`src/rtl/id_ex_stage.sv`:
```
// id_ex_stage: ID/EX pipeline register with hazard stall, bubble and flush.
// FWD_EN: forwarded operands, load-use stall; else 3-deep rd scoreboard stall.
module id_ex_stage (
  input  logic        clk,
  input  logic        rst,
  input  logic        id_valid,
  output logic        id_ready,
  input  logic [31:0] id_pc,
  input  logic [31:0] id_imm,
  input  logic [4:0]  id_rs1_src,
  input  logic [4:0]  id_rs2_src,
  input  logic [4:0]  id_rd_src,
  input  logic [31:0] id_rs1_val,
  input  logic [31:0] id_rs2_val,
  input  logic [5:0]  id_op,
  input  logic        id_we,
  input  logic        id_is_load,
  output logic [4:0]  fwd_rs1_src,
  output logic [4:0]  fwd_rs2_src,
  input  logic        is_fwd_rs1,
  input  logic        is_fwd_rs2,
  input  logic [31:0] fwd_val,
  input  logic        flush,
  input  logic        ex_ready,
  output logic        ex_valid,
  output logic [31:0] ex_pc,
  output logic [31:0] ex_rs1_val,
  output logic [31:0] ex_rs2_val,
  output logic [31:0] ex_imm,
  output logic [5:0]  ex_op,
  output logic [4:0]  ex_rd_src,
  output logic        ex_we,
  output logic        ex_is_load
);

  logic        adv;
  logic        hazard;
  logic        xfer;
  logic [31:0] rs1_op;
  logic [31:0] rs2_op;

  assign fwd_rs1_src = id_rs1_src;
  assign fwd_rs2_src = id_rs2_src;

  assign adv      = ex_ready | ~ex_valid;
  assign id_ready = flush | (adv & ~hazard);
  // A flushed decode instruction is consumed but never issued.
  assign xfer     = id_valid & id_ready & ~flush;

`ifdef FWD_EN
  logic ld_hit;

  assign ld_hit = ex_valid & ex_is_load & ex_we
                & (ex_rd_src != 5'd0);

  always_comb begin
    hazard = 1'b0;
    if (id_valid && ld_hit)
      hazard = (ex_rd_src == id_rs1_src)
             | (ex_rd_src == id_rs2_src);
  end

  always_comb begin
    rs1_op = id_rs1_val;
    rs2_op = id_rs2_val;
    if (id_rs1_src == 5'd0)
      rs1_op = 32'd0;
    else if (is_fwd_rs1)
      rs1_op = fwd_val;
    if (id_rs2_src == 5'd0)
      rs2_op = 32'd0;
    else if (is_fwd_rs2)
      rs2_op = fwd_val;
  end
`else
  logic       unused_fwd;
  logic       ex_hv;
  logic       mem_hv;
  logic       wb_hv;
  logic [4:0] mem_rd;
  logic [4:0] wb_rd;
  logic       hit1;
  logic       hit2;

  assign unused_fwd = &{1'b0, is_fwd_rs1, is_fwd_rs2, fwd_val};

  // The ex slot of the history is the ID/EX register itself.
  assign ex_hv = ex_valid & ex_we & (ex_rd_src != 5'd0);

  always_ff @(posedge clk or posedge rst) begin
    if (rst) begin
      mem_hv <= 1'b0;
      mem_rd <= 5'd0;
      wb_hv  <= 1'b0;
      wb_rd  <= 5'd0;
    end else begin
      mem_hv <= ex_hv;
      mem_rd <= ex_rd_src;
      wb_hv  <= mem_hv;
      wb_rd  <= mem_rd;
    end
  end

  always_comb begin
    hit1 = (id_rs1_src != 5'd0)
         & ((ex_hv  & (ex_rd_src == id_rs1_src))
          | (mem_hv & (mem_rd    == id_rs1_src))
          | (wb_hv  & (wb_rd     == id_rs1_src)));
    hit2 = (id_rs2_src != 5'd0)
         & ((ex_hv  & (ex_rd_src == id_rs2_src))
          | (mem_hv & (mem_rd    == id_rs2_src))
          | (wb_hv  & (wb_rd     == id_rs2_src)));
    hazard = id_valid & (hit1 | hit2);
  end

  always_comb begin
    rs1_op = id_rs1_val;
    rs2_op = id_rs2_val;
    if (id_rs1_src == 5'd0)
      rs1_op = 32'd0;
    if (id_rs2_src == 5'd0)
      rs2_op = 32'd0;
  end
`endif

  always_ff @(posedge clk or posedge rst) begin
    if (rst) begin
      ex_valid   <= 1'b0;
      ex_pc      <= 32'd0;
      ex_rs1_val <= 32'd0;
      ex_rs2_val <= 32'd0;
      ex_imm     <= 32'd0;
      ex_op      <= 6'd0;
      ex_rd_src  <= 5'd0;
      ex_we      <= 1'b0;
      ex_is_load <= 1'b0;
    end else if (flush) begin
      ex_valid <= 1'b0;
    end else if (adv) begin
      ex_valid <= xfer;
      if (xfer) begin
        ex_pc      <= id_pc;
        ex_rs1_val <= rs1_op;
        ex_rs2_val <= rs2_op;
        ex_imm     <= id_imm;
        ex_op      <= id_op;
        ex_rd_src  <= id_rd_src;
        ex_we      <= id_we;
        ex_is_load <= id_is_load;
      end
    end
  end

endmodule

```
`config.mk`:
```
export PLATFORM = sky130hd
export DESIGN_NAME = id_ex_stage
export DESIGN_NICKNAME = d
export VERILOG_FILES = /design/src/rtl/id_ex_stage.sv
export SDC_FILE = /design/constraint.sdc
export NUM_CORES = 1
export LEC_CHECK = 0
export CAP_MARGIN = 10
export CORE_ASPECT_RATIO = 0.75
export CORE_MARGIN = 2
export CORE_UTILIZATION = 40
export CTS_CLUSTER_DIAMETER = 60
export CTS_CLUSTER_SIZE = 16
export DETAILED_ROUTE_END_ITERATION = 16
export PLACE_DENSITY_LB_ADDON = 0.3
export SYNTH_ARGS = -nofsm -noshare
export SYNTH_HDL_FRONTEND = slang
export SYNTH_SLANG_ARGS = --single-unit
```
`constraint.sdc`:
```
create_clock -name clk -period 7.1 [get_ports clk]
set_clock_uncertainty 0.1 [all_clocks]
set_input_delay 2.13 -clock clk [delete_from_list [all_inputs] [get_ports clk]]
set_output_delay 2.13 -clock clk [all_outputs]
set_load 0.02 [all_outputs]
```
==> impl_metrics.csv <==
group,metric,value,unit
status,run_status,"completed",
clock_network,postCtsSetupRepairBufs,0,
global_route,grt_usage,19.7,%
logic_synthesis,synth-simple-area-share,5.60,%
timing,setup_viol,0,
global_route,antenna_found_initial,0,
floorplanning,core,0.0159,mm2
logic_synthesis,synth_fp_nets,707,
clock_network,cts_buffers,17,
global_route,grt_pass1_wl,26100,um
setup_path,worstPathRequired,4870,ps
setup_path,path_cells,"clkdlybuf4s50_1, xnor2_1, nand3_1, nor4_1, o21ai_1, nand2_1, a21oi_1, clkdlybuf4s50_1",
finish,final_util,64.3,%
global_route,grt_pass1_vias,5080,
timing,rsz0062_at_grt,"false",
logic_synthesis,synth_fa_ha_area_share,0,%
clock_network,cts-root-buf,"clkbuf_16",
clock_network,clk_latency,410,ps
timing,worst_hold_slack,322,ps
finish,nets,1007,
setup_path,start_kind,"input pin",
clock_network,cts-resized-gates,0,
routing,ant_nets,0,
setup_path,cp_max_fo,5,
finish,drive_gt1_share,11.8,%
logic_synthesis,syn-cell-area,0.00646,mm2
setup_path,crit_family,"buffers and inverters",
setup_path,cp_slowest_cell,"clkdlybuf4s50_1",
routing,wire_per_inst,16.3,um
timing,fmaxAchievable,154,MHz
finish,nFillCells,1232,
global_route,use_met3,9.12,%
pwr,vdd_ir_drop_max,0.204,mV
timing,worst_slew_pin_slew,970,ps
pwr,p_total,3030,uW
global_route,busiest_layer,"met2",
timing,hold_viol,0,
placement,numPortBuffers,308,
timing,fin_crit,6470,ps
job,max_cap_violations,0,
placement,dp_hpwl,12100,um
pwr,power.density,297,mW/mm2
floorplanning,ios,343,
setup_path,critPathBufInv,2,
clock_network,clk_pin_slew,60,ps
timing,post-route-period-util,91.2,%
pwr,leakage,0.00487,uW
global_route,grt_overflow_total,0,
setup_path,cpPeakStageDelay,670,ps
logic_synthesis,synth_top_family_by_area,"multiplexers",
routing,routed_wl,16900,um
logic_synthesis,synth_compound_area_share,0.698,%
clock_network,cts_hold_buf,0,
setup_path,arrival,4240,ps
global_route,grt_max_degree,143,
finish,multi_input_area,0.00218,mm2
routing,drt_first_pass_iters,4,
setup_path,crit_top_cell,"clkdlybuf4s50_1",
floorplanning,initial_core_util,40.6,%
clock_network,cts_tree,"done",
logic_synthesis,ys_warn_count,0,
finish,seqCellArea,0.00385,mm2
floorplanning,die_area,0.0172,mm2
finish,fin_cells,1038,
logic_synthesis,syn_avg_cell_area,12.5,um2
logic_synthesis,synthXorXnorAreaFrac,4.07,%
floorplanning,row_count,40,
global_route,use_met1,23.0,%
logic_synthesis,yosys-mux-area-fraction,23.4,%
placement,dp_cells,1008,
logic_synthesis,synth.distinct_cells,26,
timing,fin_setup_tns,0,ps
routing,drc,0,
routing,viasPerCell,4.63,
floorplanning,die_w,151,um
clock_network,htreeDepth,4,
floorplanning,dieHeight,114,um
routing,vias,4811,
setup_path,worstSetupPathType,"input pin to output pin",
timing,slew_viol_final,0,
logic_synthesis,synth_seq_cells,154,
routing,drt_iter0_drc,190,
timing,slew_headroom,35.4,%
clock_network,clockBufferDepth,2,
logic_synthesis,synth_seq_area_share,59.7,%
placement,gp_congestion,0.874,
global_route,use_met2,32.4,%
logic_synthesis,syn_inst,517,
finish,syn2layout_area_growth,58.5,%
setup_path,crit_path_end_kind,"output pin",
clock_network,cts.sinks,154,
finish,n_antenna_cell,0,
worst_hold_path,hp-class,"flip-flop to flip-flop",
==> synthesized netlist by cell type <==
| master | number | share of area, % |
|---|---|---|
| nor2_1 | 3 | 0.17 |
| nand2_1 | 71 | 4.1 |
| mux2i_1 | 64 | 9.9 |
| mux2_1 | 15 | 2.6 |
| o211ai_2 | 1 | 0.19 |
| buf_2 | 7 | 0.54 |
| nor4_1 | 2 | 0.19 |
| xor2_1 | 4 | 0.54 |
| dfrtp_1 | 154 | 60 |
| nand4_1 | 5 | 0.48 |
| o21ai_1 | 2 | 0.16 |
| o22ai_1 | 2 | 0.19 |
| buf_1 | 2 | 0.12 |
| nor2b_1 | 1 | 0.097 |
| nand2b_1 | 1 | 0.097 |
| a21oi_1 | 1 | 0.077 |
| or4_1 | 1 | 0.12 |
| buf_6 | 2 | 0.35 |
| clkbuf_1 | 10 | 0.58 |
| nand3_1 | 2 | 0.16 |
| xnor2_1 | 26 | 3.5 |
| mux2_2 | 62 | 11 |
| buf_4 | 10 | 1.2 |
| nor3_1 | 2 | 0.16 |
| inv_1 | 66 | 3.8 |
| o21ai_0 | 1 | 0.077 |
==> per-layer routing <==
metal / vias to the layer above / part of all wire [%]
met1: 2315 / 38
met5: - / 0
li1: 2253 / -
met3: 23 / 12
met2: 220 / 48
met4: 0 / 1.7
==> where the power goes <==
part | switching [uW] | internal, uW
Sequential | 113 | 1070
Clock | 350 | 506
Combinational | 471 | 527
==> placed cells by master (no fill, tap or decap), drive strengths merged <==
cell / Yosys / routed
a21oi: 1 / 1
nand2: 71 / 71
nor2b: 1 / 1
o22ai: 2 / 2
nand2b: 1 / 1
xor2: 4 / 4
xnor2: 26 / 26
clkbuf: 10 / 20
nor3: 2 / 2
clkinv: 0 / 5
nor4: 2 / 2
mux2: 77 / 77
dfrtp: 154 / 154
o211ai: 1 / 1
or4: 1 / 1
nand4: 5 / 5
bufinv: 0 / 1
o21ai: 3 / 3
clkinvlp: 0 / 3
nor2: 3 / 3
mux2i: 64 / 64
inv: 66 / 67
nand3: 2 / 2
buf: 21 / 4
clkdlybuf4s50: 0 / 308
==> through the flow <==
| step | cell area (um2) | setup slack (ps) |
|---|---|---|
| finish | 10200 | 627 |
| detailed placement | 9670 | 647 |
| floorplan | 6460 | 720 |
| global placement | 9670 | 667 |
| global route | 10200 | 580 |
| CTS | 10200 | 648 |
==> layout make-up <==
| cell class | count | area share, % |
|---|---|---|
| Timing Repair Buffer | 312 | 30.5 |
| Inverter | 66 | 2.47 |
| Sequential cell | 154 | 37.7 |
| Clock buffer | 20 | 4.56 |
| Tap cell | 210 | 2.57 |
| Multi-Input combinational cell | 266 | 21.3 |
| Clock inverter | 10 | 0.917 |
==> worst register-to-register path, delay by kind of cell, from the launching register on <==
kind | cells | cell delay [ps]
DFF | 1 | 470
buffers and inverters | 1 | 320
and+or+nand+nor | 3 | 850
muxes | 1 | 650
AOI/OAI and AO/OA | 2 | 430
==> logic make-up after synthesis <==
| logic type | Yosys count |
|---|---|
| AO/OA/AOI/OAI | 7 |
| XOR/XNOR | 30 |
| buffers and inverters | 97 |
| flip-flops | 154 |
| multiplexers | 141 |
| AND/OR/NAND/NOR | 88 |
==> path summary, 6_finish.rpt <==
path                                          startpoint                          to  slack [ps]  depth (start not counted)
worst max register to register  ex_rd_src[1]$_DFFE_PP0P_      ex_imm[23]$_DFFE_PP0P_        4170                          7
min in group asynchronous                            rst  ex_rs2_val[17]$_DFFE_PP0P_        2200                          2
max in group asynchronous                            rst       ex_pc[14]$_DFFE_PP0P_        3460                          3
worst min register to register          mem_hv$_DFF_PP0_             wb_hv$_DFF_PP0_         320                          0
worst max-delay path                       id_rs2_src[0]                    id_ready         630                          8
worst min-delay path                    mem_hv$_DFF_PP0_             wb_hv$_DFF_PP0_         320                          0
==> registers in the layout, indices dropped and copies added, names as in the netlist, 5 cells and up <==
name / flops
ex_rs1_val: 32
ex_pc: 32
ex_imm: 32
ex_rd_src: 5
ex_op: 6
wb_rd: 5
mem_rd: 5
ex_rs2_val: 32
No activity file was read; power rests on OpenSTA's default activity.
